<file path="config.mk">
export PLATFORM = sky130hd
export DESIGN_NAME = jpeg_quant_pipe
export DESIGN_NICKNAME = d
export VERILOG_FILES = /design/src/rtl/jpeg_quant_pkg.sv /design/src/rtl/jpeg_quant_table.sv /design/src/rtl/jpeg_quant_pipe.sv
export SDC_FILE = /design/constraint.sdc
export NUM_CORES = 1
export LEC_CHECK = 0
export ABC_AREA = 1
export CORE_MARGIN = 2
export CORE_UTILIZATION = 25
export DETAILED_ROUTE_END_ITERATION = 10
export MAX_ROUTING_LAYER = met4
export SLEW_MARGIN = 10
export SYNTH_ARGS = -nofsm -noshare
export SYNTH_HDL_FRONTEND = slang
export SYNTH_HIERARCHICAL = 1
export SYNTH_SLANG_ARGS = --single-unit
</file>
<file path="constraint.sdc">
create_clock -name clk -period 16.3 [get_ports clk]
set_input_delay 2.445 -clock clk [delete_from_list [all_inputs] [get_ports clk]]
set_output_delay 2.445 -clock clk [all_outputs]
set_load 0.01 [all_outputs]
</file>
<file path="src/rtl/jpeg_quant_pkg.sv">
// jpeg_quant_pkg: standard Q tables, reciprocal tables, enums and
// the saturate helper shared by the jpeg_quant_pipe slice.
package jpeg_quant_pkg;

  typedef enum logic {
    TBL_LUMA   = 1'b0,
    TBL_CHROMA = 1'b1
  } tbl_e;

  typedef enum logic {
    MODE_QUANT   = 1'b0,
    MODE_DEQUANT = 1'b1
  } mode_e;

  typedef logic [0:63][7:0]  qtbl_t;
  typedef logic [0:63][31:0] rtbl_t;

  localparam int RECIP_FRAC_STD = 16;

  localparam qtbl_t LUMA_Q = {
    8'd16, 8'd11, 8'd10, 8'd16, 8'd24, 8'd40, 8'd51, 8'd61,
    8'd12, 8'd12, 8'd14, 8'd19, 8'd26, 8'd58, 8'd60, 8'd55,
    8'd14, 8'd13, 8'd16, 8'd24, 8'd40, 8'd57, 8'd69, 8'd56,
    8'd14, 8'd17, 8'd22, 8'd29, 8'd51, 8'd87, 8'd80, 8'd62,
    8'd18, 8'd22, 8'd37, 8'd56, 8'd68, 8'd109, 8'd103, 8'd77,
    8'd24, 8'd35, 8'd55, 8'd64, 8'd81, 8'd104, 8'd113, 8'd92,
    8'd49, 8'd64, 8'd78, 8'd87, 8'd103, 8'd121, 8'd120, 8'd101,
    8'd72, 8'd92, 8'd95, 8'd98, 8'd112, 8'd100, 8'd103, 8'd99
  };

  localparam qtbl_t CHROMA_Q = {
    8'd17, 8'd18, 8'd24, 8'd47, 8'd99, 8'd99, 8'd99, 8'd99,
    8'd18, 8'd21, 8'd26, 8'd66, 8'd99, 8'd99, 8'd99, 8'd99,
    8'd24, 8'd26, 8'd56, 8'd99, 8'd99, 8'd99, 8'd99, 8'd99,
    8'd47, 8'd66, 8'd99, 8'd99, 8'd99, 8'd99, 8'd99, 8'd99,
    8'd99, 8'd99, 8'd99, 8'd99, 8'd99, 8'd99, 8'd99, 8'd99,
    8'd99, 8'd99, 8'd99, 8'd99, 8'd99, 8'd99, 8'd99, 8'd99,
    8'd99, 8'd99, 8'd99, 8'd99, 8'd99, 8'd99, 8'd99, 8'd99,
    8'd99, 8'd99, 8'd99, 8'd99, 8'd99, 8'd99, 8'd99, 8'd99
  };

  // round(2^frac / q), evaluated at elaboration only
  function automatic rtbl_t mk_recip(qtbl_t q, int frac);
    rtbl_t r;
    for (int i = 0; i < 64; i++) begin
      r[i] = ((32'd1 << frac) + 32'(q[i] >> 1)) / 32'(q[i]);
    end
    return r;
  endfunction

  localparam rtbl_t LUMA_RECIP   = mk_recip(LUMA_Q, RECIP_FRAC_STD);
  localparam rtbl_t CHROMA_RECIP = mk_recip(CHROMA_Q, RECIP_FRAC_STD);

  function automatic logic signed [63:0] sat(
    logic signed [63:0] v,
    int w
  );
    logic signed [63:0] hi;
    logic signed [63:0] lo;
    hi = (64'sd1 <<< (w - 1)) - 64'sd1;
    lo = -(64'sd1 <<< (w - 1));
    if (v > hi) return hi;
    if (v < lo) return lo;
    return v;
  endfunction

endpackage

</file>
<file path="src/rtl/jpeg_quant_table.sv">
// jpeg_quant_table: Q/RECIP storage with registered lookup.
// JPEG_QUANT_TABLE_LOAD_EN adds writable tables and a serial divider.
module jpeg_quant_table
  import jpeg_quant_pkg::*;
#(
  parameter int RECIP_FRAC = 16,
  parameter int RW = RECIP_FRAC + 1
) (
  input  logic          clk,
  input  logic          rst_n,
  input  logic          en,
  input  logic          tbl,
  input  logic [5:0]    idx,
  output logic [7:0]    q,
  output logic [RW-1:0] recip
`ifdef JPEG_QUANT_TABLE_LOAD_EN
  ,
  input  logic          tbl_we,
  input  logic          tbl_sel,
  input  logic [5:0]    tbl_addr,
  input  logic [7:0]    tbl_q,
  output logic          tbl_busy
`endif
);

  localparam rtbl_t LUMA_R   = mk_recip(LUMA_Q, RECIP_FRAC);
  localparam rtbl_t CHROMA_R = mk_recip(CHROMA_Q, RECIP_FRAC);

`ifdef JPEG_QUANT_TABLE_LOAD_EN

  localparam logic ST_IDLE = 1'b0;
  localparam logic ST_DIV  = 1'b1;
  localparam int   CW      = $clog2(RW);

  logic                       st;
  logic [CW-1:0]              cnt;
  logic [7:0]                 rem;
  logic [7:0]                 rem_n;
  logic [8:0]                 r2;
  logic                       ge;
  logic [RW-1:0]              dvd;
  logic [RW-1:0]              quo;
  logic [RW-1:0]              quo_n;
  logic                       w_sel;
  logic [5:0]                 w_addr;
  logic [7:0]                 w_q;
  logic [1:0][0:63][7:0]      q_mem;
  logic [1:0][0:63][RW-1:0]   r_mem;

  assign tbl_busy = (st == ST_DIV);

  // restoring divide of (2^frac + q/2) by q, one quotient bit per cycle
  always_comb begin
    r2    = {rem, dvd[RW-1]};
    ge    = (r2 >= {1'b0, w_q});
    rem_n = ge ? 8'(r2 - {1'b0, w_q}) : r2[7:0];
    quo_n = {quo[RW-2:0], ge};
  end

  always_ff @(posedge clk or negedge rst_n) begin
    if (!rst_n) begin
      st     <= ST_IDLE;
      cnt    <= '0;
      rem    <= '0;
      dvd    <= '0;
      quo    <= '0;
      w_sel  <= 1'b0;
      w_addr <= '0;
      w_q    <= '0;
      q      <= '0;
      recip  <= '0;
      for (int i = 0; i < 64; i++) begin
        q_mem[0][i] <= LUMA_Q[i];
        q_mem[1][i] <= CHROMA_Q[i];
        r_mem[0][i] <= LUMA_R[i][RW-1:0];
        r_mem[1][i] <= CHROMA_R[i][RW-1:0];
      end
    end else begin
      if (en) begin
        q     <= q_mem[tbl][idx];
        recip <= r_mem[tbl][idx];
      end
      unique case (1'b1)
        (st == ST_IDLE && tbl_we): begin
          w_sel  <= tbl_sel;
          w_addr <= tbl_addr;
          w_q    <= tbl_q;
          dvd    <= (RW'(1) << RECIP_FRAC) + RW'(tbl_q >> 1);
          rem    <= '0;
          quo    <= '0;
          cnt    <= '0;
          st     <= ST_DIV;
        end
        (st == ST_DIV): begin
          rem <= rem_n;
          dvd <= dvd << 1;
          quo <= quo_n;
          cnt <= cnt + CW'(1);
          if (cnt == CW'(RW - 1)) begin
            q_mem[w_sel][w_addr] <= w_q;
            r_mem[w_sel][w_addr] <= quo_n;
            st                   <= ST_IDLE;
          end
        end
        default: ;
      endcase
    end
  end

`else

  always_ff @(posedge clk or negedge rst_n) begin
    if (!rst_n) begin
      q     <= '0;
      recip <= '0;
    end else if (en) begin
      q     <= tbl ? CHROMA_Q[idx] : LUMA_Q[idx];
      recip <= tbl ? CHROMA_R[idx][RW-1:0] : LUMA_R[idx][RW-1:0];
    end
  end

`endif

endmodule

</file>
<file path="src/rtl/jpeg_quant_pipe.sv">
// jpeg_quant_pipe: 3-stage streaming 8x8 quantiser/dequantiser.
// Optional JPEG_QUANT_TABLE_LOAD_EN exposes runtime table writes.
module jpeg_quant_pipe
  import jpeg_quant_pkg::*;
#(
  parameter int COEF_W     = 12,
  parameter int OUT_W      = 12,
  parameter int RECIP_FRAC = 16
) (
  input  logic              clk,
  input  logic              rst_n,
  input  logic              in_valid,
  output logic              in_ready,
  input  logic [COEF_W-1:0] in_data,
  input  logic              in_chroma,
  input  logic              in_mode,
  output logic              out_valid,
  input  logic              out_ready,
  output logic [OUT_W-1:0]  out_data,
  output logic [5:0]        out_idx,
  output logic              out_last
`ifdef JPEG_QUANT_TABLE_LOAD_EN
  ,
  input  logic              tbl_we,
  input  logic              tbl_sel,
  input  logic [5:0]        tbl_addr,
  input  logic [7:0]        tbl_q,
  output logic              tbl_busy
`endif
);

  localparam int RW = RECIP_FRAC + 1;
  localparam int PW = COEF_W + RECIP_FRAC + 2;
  localparam logic signed [PW-1:0] HALF = PW'(1) << (RECIP_FRAC - 1);

  logic                     en;
  logic                     acc;
  logic [5:0]               idx;
  tbl_e                     blk_tbl;
  tbl_e                     cur_tbl;
  mode_e                    blk_mode;
  mode_e                    cur_mode;
  logic [7:0]               tq;
  logic [RW-1:0]            trecip;

  logic                     s0_valid;
  logic [COEF_W-1:0]        s0_data;
  logic [5:0]               s0_idx;
  mode_e                    s0_mode;

  logic                     s1_valid;
  logic [5:0]               s1_idx;
  mode_e                    s1_mode;
  logic signed [PW-1:0]     s1_prod;

  logic signed [PW-1:0]     prod;
  logic signed [PW-1:0]     mag_abs;
  logic signed [PW-1:0]     mag;
  logic signed [PW-1:0]     rnd;
  logic signed [63:0]       sv;
  logic [OUT_W-1:0]         sat_v;

  assign en       = !out_valid || out_ready;
  assign in_ready = en;
  assign acc      = in_valid && en;

  // first beat of a block uses the live selects, later beats the latched ones
  assign cur_tbl  = (idx == 6'd0) ? tbl_e'(in_chroma) : blk_tbl;
  assign cur_mode = (idx == 6'd0) ? mode_e'(in_mode) : blk_mode;

  jpeg_quant_table #(
    .RECIP_FRAC (RECIP_FRAC),
    .RW         (RW)
  ) u_table (
    .clk      (clk),
    .rst_n    (rst_n),
    .en       (en),
    .tbl      (cur_tbl),
    .idx      (idx),
    .q        (tq),
    .recip    (trecip)
`ifdef JPEG_QUANT_TABLE_LOAD_EN
    ,
    .tbl_we   (tbl_we),
    .tbl_sel  (tbl_sel),
    .tbl_addr (tbl_addr),
    .tbl_q    (tbl_q),
    .tbl_busy (tbl_busy)
`endif
  );

  always_comb begin
    if (s0_mode == MODE_DEQUANT) begin
      prod = PW'($signed(s0_data)) * PW'($signed({1'b0, tq}));
    end else begin
      prod = PW'($signed(s0_data)) * PW'($signed({1'b0, trecip}));
    end
  end

  // round half away from zero on the magnitude, then restore sign
  always_comb begin
    mag_abs = s1_prod[PW-1] ? -s1_prod : s1_prod;
    mag     = (mag_abs + HALF) >>> RECIP_FRAC;
    rnd     = s1_prod[PW-1] ? -mag : mag;
    sv      = (s1_mode == MODE_DEQUANT) ? 64'(s1_prod) : 64'(rnd);
    sat_v   = OUT_W'(sat(sv, OUT_W));
  end

  always_ff @(posedge clk or negedge rst_n) begin
    if (!rst_n) begin
      idx       <= '0;
      blk_tbl   <= TBL_LUMA;
      blk_mode  <= MODE_QUANT;
      s0_valid  <= 1'b0;
      s0_data   <= '0;
      s0_idx    <= '0;
      s0_mode   <= MODE_QUANT;
      s1_valid  <= 1'b0;
      s1_idx    <= '0;
      s1_mode   <= MODE_QUANT;
      s1_prod   <= '0;
      out_valid <= 1'b0;
      out_data  <= '0;
      out_idx   <= '0;
      out_last  <= 1'b0;
    end else begin
      if (acc) begin
        idx <= idx + 6'd1;
        if (idx == 6'd0) begin
          blk_tbl  <= cur_tbl;
          blk_mode <= cur_mode;
        end
      end
      if (en) begin
        s0_valid  <= in_valid;
        s0_data   <= in_data;
        s0_idx    <= idx;
        s0_mode   <= cur_mode;
        s1_valid  <= s0_valid;
        s1_idx    <= s0_idx;
        s1_mode   <= s0_mode;
        s1_prod   <= prod;
        out_valid <= s1_valid;
        out_data  <= sat_v;
        out_idx   <= s1_idx;
        out_last  <= (s1_idx == 6'd63);
      end
    end
  end

endmodule
</file>
# After elaboration in Yosys (flattened, before gate mapping)
# Memories as Yosys holds them, arrays and structs flattened.
# Index checks and enable logic that the tools add are counted.
# classes
addsub	4
n_mul	2
n_div	0
n_lt_le_gt_ge	3
eq_ne	1
shifts	0
mux	23
bitwise	1
reduce_logical	5
# ops
cell	count
$mux 30	3
$mux 17	5
$gt 64x12->1 const B	1
$lt 64x12->1 const B	1
$mux 64	1
$mux 12	4
$mux 8	5
$add 30x17->30 const B	1
$mul 12x18->30	1
$neg 14->30	1
$neg 30->30	1
$mul 12x9->21	1
$ge 7x7->1 const B	1
$not 6->7	1
$add 6x1->6 const B	1
$eq 6x6->1 const B	1
$logic_not 6->1	1
$mux 1	5
$reduce_and 2->1	1
$logic_and 1x1->1	1
$logic_not 1->1	1
$logic_or 1x1->1	1
# word_totals
reg_bits	111
latch_bits	0
ram_bits	0
mem_bits_ro	5120
input_bits	18
elab_cells	60
n_memories	4
# mem_list
name	depth	width	rd	rd_ports_with_merged_regs	write_ports	line	source
(name not given)	64	32	1	0	0	jpeg_quant_table.sv:118	recip <= tbl ? CHROMA_R[idx][RW-1:0] : LUMA_R[idx][RW-1:0];
(name not given)	64	32	1	0	0	jpeg_quant_table.sv:118	
(name not given)	64	8	1	0	0	jpeg_quant_table.sv:117	q <= tbl ? CHROMA_Q[idx] : LUMA_Q[idx];
(name not given)	64	8	1	0	0	jpeg_quant_table.sv:117	

# Logic depth before layout (Yosys ltp)
# logic_depth
ltp_word	11
mapped_depth	32
depth_no_buf	30

# Hierarchy
# The synthesis kept the hierarchy.
# by_module_without_submodules
mod	n_inst	cells_per_inst	area_per_inst_um2	seq_area_each_um2
jpeg_quant_pipe	1	2119	15666.3	2152.1
jpeg_quant_table	1	530	2884.0	500.5

# Least setup slack after synthesis
# Ideal clock, no wire load.
# synth_timing
path_type	register to register
start	register s0_data[11]
end	register s1_prod[27]
setup_ns	0.142
arrival_ns	5.621
required_ns	16.158
setup_slack_ns	10.537
stages_incl_launch_ff	26
path_buffers	1
path_cell_list	dfrtp_1 > clkbuf_1 > inv_1 > or2_2 > fa_1 > inv_1 > fa_1 > fa_1 > inv_1 > fa_1 > inv_1 > fa_1 > ha_1 > a21oi_1 > o21ai_1 > nand3_1 > nand2_1 > a21boi_0 > o21ai_1 > nand2_1 > nand2_1 > a21boi_1 > o21ai_0 > xor2_1 > o21ai_1 > a21oi_1
# synth_via
elab_chain_len	2
# synth_rtl
element	line	source
from (decl)	jpeg_quant_pipe.sv:47	logic [COEF_W-1:0] s0_data;
from (signal assigned)	jpeg_quant_pipe.sv:136	s0_data <= in_data;
$mul 12x18->30 / $mul 12x9->21 (equally long branches)	jpeg_quant_pipe.sv:96, jpeg_quant_pipe.sv:94	
$mux 30 (*)	jpeg_quant_pipe.sv:93	if (s0_mode == MODE_DEQUANT) begin
to (signal assigned)	jpeg_quant_pipe.sv:142	s1_prod <= prod;
to (decl)	jpeg_quant_pipe.sv:54	logic signed [PW-1:0] s1_prod;
# Every way passes the cells marked *; elsewhere a longest branch is shown, timed or not.
# A chain may end at the register's enable or synchronous reset.

# Worst setup path after layout
# layout_timing
start	input port out_ready
end	output port in_ready
# layout_via
elab_chain_len	1
# layout_rtl
element	line	source
from (decl)	jpeg_quant_pipe.sv:18	input logic out_ready,
$logic_or 1x1->1	jpeg_quant_pipe.sv:63	assign en = !out_valid || out_ready;
to (decl)	jpeg_quant_pipe.sv:13	output logic in_ready,
# Every way passes these cells.

==> flow_results.org <==
** Routing
- For this run, the detailed router's first-pass iteration total came to 6.
- In this run the top signal layer used is met4.
- The final route contains 16400 vias.
- In the final routing, the length of wire on met1 measures 25500 um.
- Met3 WL post-DR :: 3150 um
- In the routed design, unresolved DRC markers number 0.
- In this run the remaining antenna-violating nets after routing total 0.
- After the first detailed-routing iteration, the DRC count stood at 1608.
- Wire segments on met2 add up to 24300 um in the final route.
- Using the TritonRoute via totals, the vias-per-cell ratio works out to 4.60.
- Per-cell routed wire length :: 15.2 um
- Detailed-route wire length :: 54400 um

** Yosys
- The synthesized netlist occupies a cell area of 18600 um^2.
- After synthesis the netlist holds a flip-flop and latch count of 106.
- Yosys cell types :: 51
- Largest area contributor in the netlist :: sky130_fd_sc_hd__fa_1
- Area share of the leading cell type in the synthesized netlist :: 24.7%
- Most common flop cell mapped by yosys :: sky130_fd_sc_hd__dfrtp_1
- EDFF count, synth :: 0
- FFs w/ async S/R, synth :: 100%
- The share of the Yosys chip area taken by registers is 14.3%.
- A synthesized cell averages 7.00 um^2.
- Syn. warnings :: 6
- Post-Syn Instances :: 2649
- In the post-synthesis netlist, the biggest area contributors are sky130_fd_sc_hd__fa_1 (25%), sky130_fd_sc_hd__nand2_1 (17%), sky130_fd_sc_hd__dfrtp_1 (14%), sky130_fd_sc_hd__inv_1 (10%), sky130_fd_sc_hd__ha_1 (9.8%).

** Critical path
- Of all nets on the critical path, the largest fanout is 37.
- Cell-by-cell listing of the critical path :: clkdlybuf4s50_1, nor2_4, inv_2, clkdlybuf4s50_1
- At the worst endpoint, the arrival time is 4.20 ns.
- Slowest cell on the critical path :: sky130_fd_sc_hd__clkdlybuf4s50_1
- The startpoint identified for the worst register-to-register timing path is s0_data[11].
- Worst setup EP type :: output pin
- Counting both buffers and inverters, the worst setup path holds a total of 3.
- STA puts the critical path data required time at 13.86 ns.
- On the worst path, the slowest cell contributes a delay of 0.67 ns.
- In this run the worst setup path begins at out_ready.
- Kind of cell adding the most delay to the critical path :: buffers and inverters
- Type of the worst setup path :: primary input to output pin
- Library cell appearing most often on the critical path :: sky130_fd_sc_hd__clkdlybuf4s50_1
- Category of the worst setup path launch point :: primary input

** Hold path
- Critical hold path startpoint :: s1_valid
- In this run the worst hold path is classified as register to register.

** Layout
- The post-route netlist has 5.06% of its cells at a drive strength greater than 1.
- The library cells used most frequently in the layout, excluding fill and tap cells, are sky130_fd_sc_hd__nand2_1 (848), sky130_fd_sc_hd__inv_1 (501), sky130_fd_sc_hd__fa_1 (229).
- Relative to the synthesized area, the layout overhead comes to 8.36%.
- Final #Nets :: 2997
- The library cell used most frequently in the layout, excluding fill and tap cells, is sky130_fd_sc_hd__nand2_1.

** Global routing
- Initial antenna violation count :: 1
- For this run, the total global-route usage over all layers was measured as 14.8%.
- Entering global routing, the biggest net connects 63 pins.
- Vias in the first global route :: 16100
- Global routing finished with a remaining overflow of 0.
- First-pass GRT wire length :: 88500 um

** Clocking
- Counting the buffers created by CTS gives 9.
- After clock tree synthesis, the clock-pin slew on the worst setup and hold paths is 0.07 ns.
- For the worst-skew pair, the clock arrives at the later sink with an insertion delay of 0.37 ns.
- CTS-repair resized insts :: 0
- Clock sink count :: 106
- The H-tree generated during clock tree synthesis spans 3 levels.
- CTS placed an instance of sky130_fd_sc_hd__clkbuf_16 at the clock tree root.
- Maximum clock path buffer count :: 2
- In this run the post-CTS setup repair buffer count came out at 0.
- In this run, post-CTS hold repair placed 0 buffers.
- Clock tree from TritonCTS :: yes

** STA
- For this run, the top clock speed supported by timing is 151 MHz.
- Setup violations remaining at the end of the flow were counted as 0.
- Transition time at the pin with the least slew margin :: 1.16 ns
- The worst path needs 6.64 ns of the cycle, external delays included.
- The final-report max-slew violation count came to 0.
- Worst slew margin relative to its limit :: 22.5%
- Largest clock skew in the final design :: 0.00770 ns
- After layout, the worst path uses 40.7% of the clock period.
- Final Hold Viols :: 0
- Adding up every negative setup slack in the final design gives 0 ns.
- Setup repair after global routing left no endpoint under its margin.

** Floorplanning
- The core region is 73200 um^2.
- Die Span X :: 276 um
- 39 I/O pins were placed.
- After floorplanning, the core was divided into 99 placement rows.
- The die covers 76400 um^2.
- From bottom edge to top edge, the die measures 276 um.
- Initial Util :: 25.3%

** Placed design
- In this run the tool buffered the top-level ports with 38 buffer cells.
- Sum of net half-perimeters after detailed placement :: 43100 um
- The congestion estimate from routability-driven global placement came to 0.976.

** Run
- Max_cap viols :: 0

** Status
- Outcome :: completed
-- layout make-up --
type | instances | area [um^2]
fill | 7982 | 53100
multi-input combinational | 1914 | 13400
sequential | 106 | 2650
inverter | 511 | 1920
tap | 959 | 1200
timing repair buffer | 63 | 566
clock buffer | 11 | 253
clock inverter | 5 | 61.3
antenna | 1 | 2.50
-- cell usage after synthesis (4+ instances only) --
library cell / n
sky130_fd_sc_hd__nor3_1: 14
sky130_fd_sc_hd__or2_2: 20
sky130_fd_sc_hd__buf_2: 22
sky130_fd_sc_hd__xor2_1: 24
sky130_fd_sc_hd__a31oi_1: 13
sky130_fd_sc_hd__nand2_2: 24
sky130_fd_sc_hd__o21ai_1: 17
sky130_fd_sc_hd__ha_1: 145
sky130_fd_sc_hd__clkbuf_1: 83
sky130_fd_sc_hd__buf_4: 10
sky130_fd_sc_hd__nor2_2: 16
sky130_fd_sc_hd__nor2_1: 122
sky130_fd_sc_hd__buf_6: 4
sky130_fd_sc_hd__fa_1: 229
sky130_fd_sc_hd__dfrtp_1: 106
sky130_fd_sc_hd__o21ai_0: 109
sky130_fd_sc_hd__nand3_2: 4
sky130_fd_sc_hd__xnor2_1: 15
sky130_fd_sc_hd__nor2_4: 6
sky130_fd_sc_hd__nand4_1: 16
sky130_fd_sc_hd__nand3_1: 131
sky130_fd_sc_hd__o221ai_1: 4
sky130_fd_sc_hd__nand2_1: 848
sky130_fd_sc_hd__inv_2: 7
sky130_fd_sc_hd__o211ai_1: 14
sky130_fd_sc_hd__inv_1: 501
sky130_fd_sc_hd__nand3b_1: 4
sky130_fd_sc_hd__a21oi_1: 87
sky130_fd_sc_hd__nand2_4: 5
sky130_fd_sc_hd__a22oi_1: 11
-- state kept, by name (all words and copies together) (netlist names) --
name           flops
blk_tbl            1
s1_valid           1
s1_idx             6
out_data          12
s1_prod           30
s0_data           12
out_idx            6
u_table/recip     13
out_valid          1
u_table/q          7
blk_mode           1
idx                6
s0_idx             6
s0_valid           1
out_last           1
s1_mode            1
s0_mode            1
-- worst min-delay path: stages (launching register included) --
cell                      delay (ns)
sky130_fd_sc_hd__dfrtp_1        0.32
sky130_fd_sc_hd__inv_1          0.05
sky130_fd_sc_hd__nand2_1        0.05
-- path summary, 6_finish.rpt --
check	cells after the start	endpoint	slack (ns)
worst min register to register	2	out_valid	0.45
worst min-delay path	2	out_valid	0.45
min in group asynchronous	1	out_data[3]	2.07
max in group asynchronous	2	u_table/recip[9]	12.94
worst max-delay path	4	in_ready	9.66
worst max register to register	24	s1_prod[27]	9.80
-- cells by family after synthesis --
family                     Yosys count  synth area share (%)
adders and majority gates          374                  34.5
other                                1                0.0202
AOI/OAI and AO/OA                  275                  8.26
xor gates and xnor gates            39                  1.84
muxes                                3                 0.169
buffers and inverters              633                  13.3
DFF                                106                  14.3
and+or+nand+nor                   1218                  27.6
-- routing by layer --
metal	vias up	global-route usage, %
met1	7890	20.2
met4	0	4.36
met5	-	-
met3	86	1.76
li1	7940	-
met2	514	22.8
-- stage by stage --
step / util [%] / setup WS, ns / cell area [um^2] / hold slack [ns] / std cells
6_report: 27.5 / 9.66 / 20100 / 0.452 / 3570
5_1_grt: 27.5 / 9.40 / 20100 / 0.494 / 3570
4_1_cts: 27.5 / 9.64 / 20100 / 0.457 / 3569
3_5_place_dp: 27.0 / 9.65 / 19800 / 0.437 / 3553
3_3_place_gp: 27.0 / 9.64 / 19800 / 0.436 / 3553
2_1_floorplan: - / 10.54 / 18600 / 0.420 / 2653
Power is left out: the tool's default activity adds up to more than one toggle a clock period on the data nets, which glitch-free logic cannot reach.
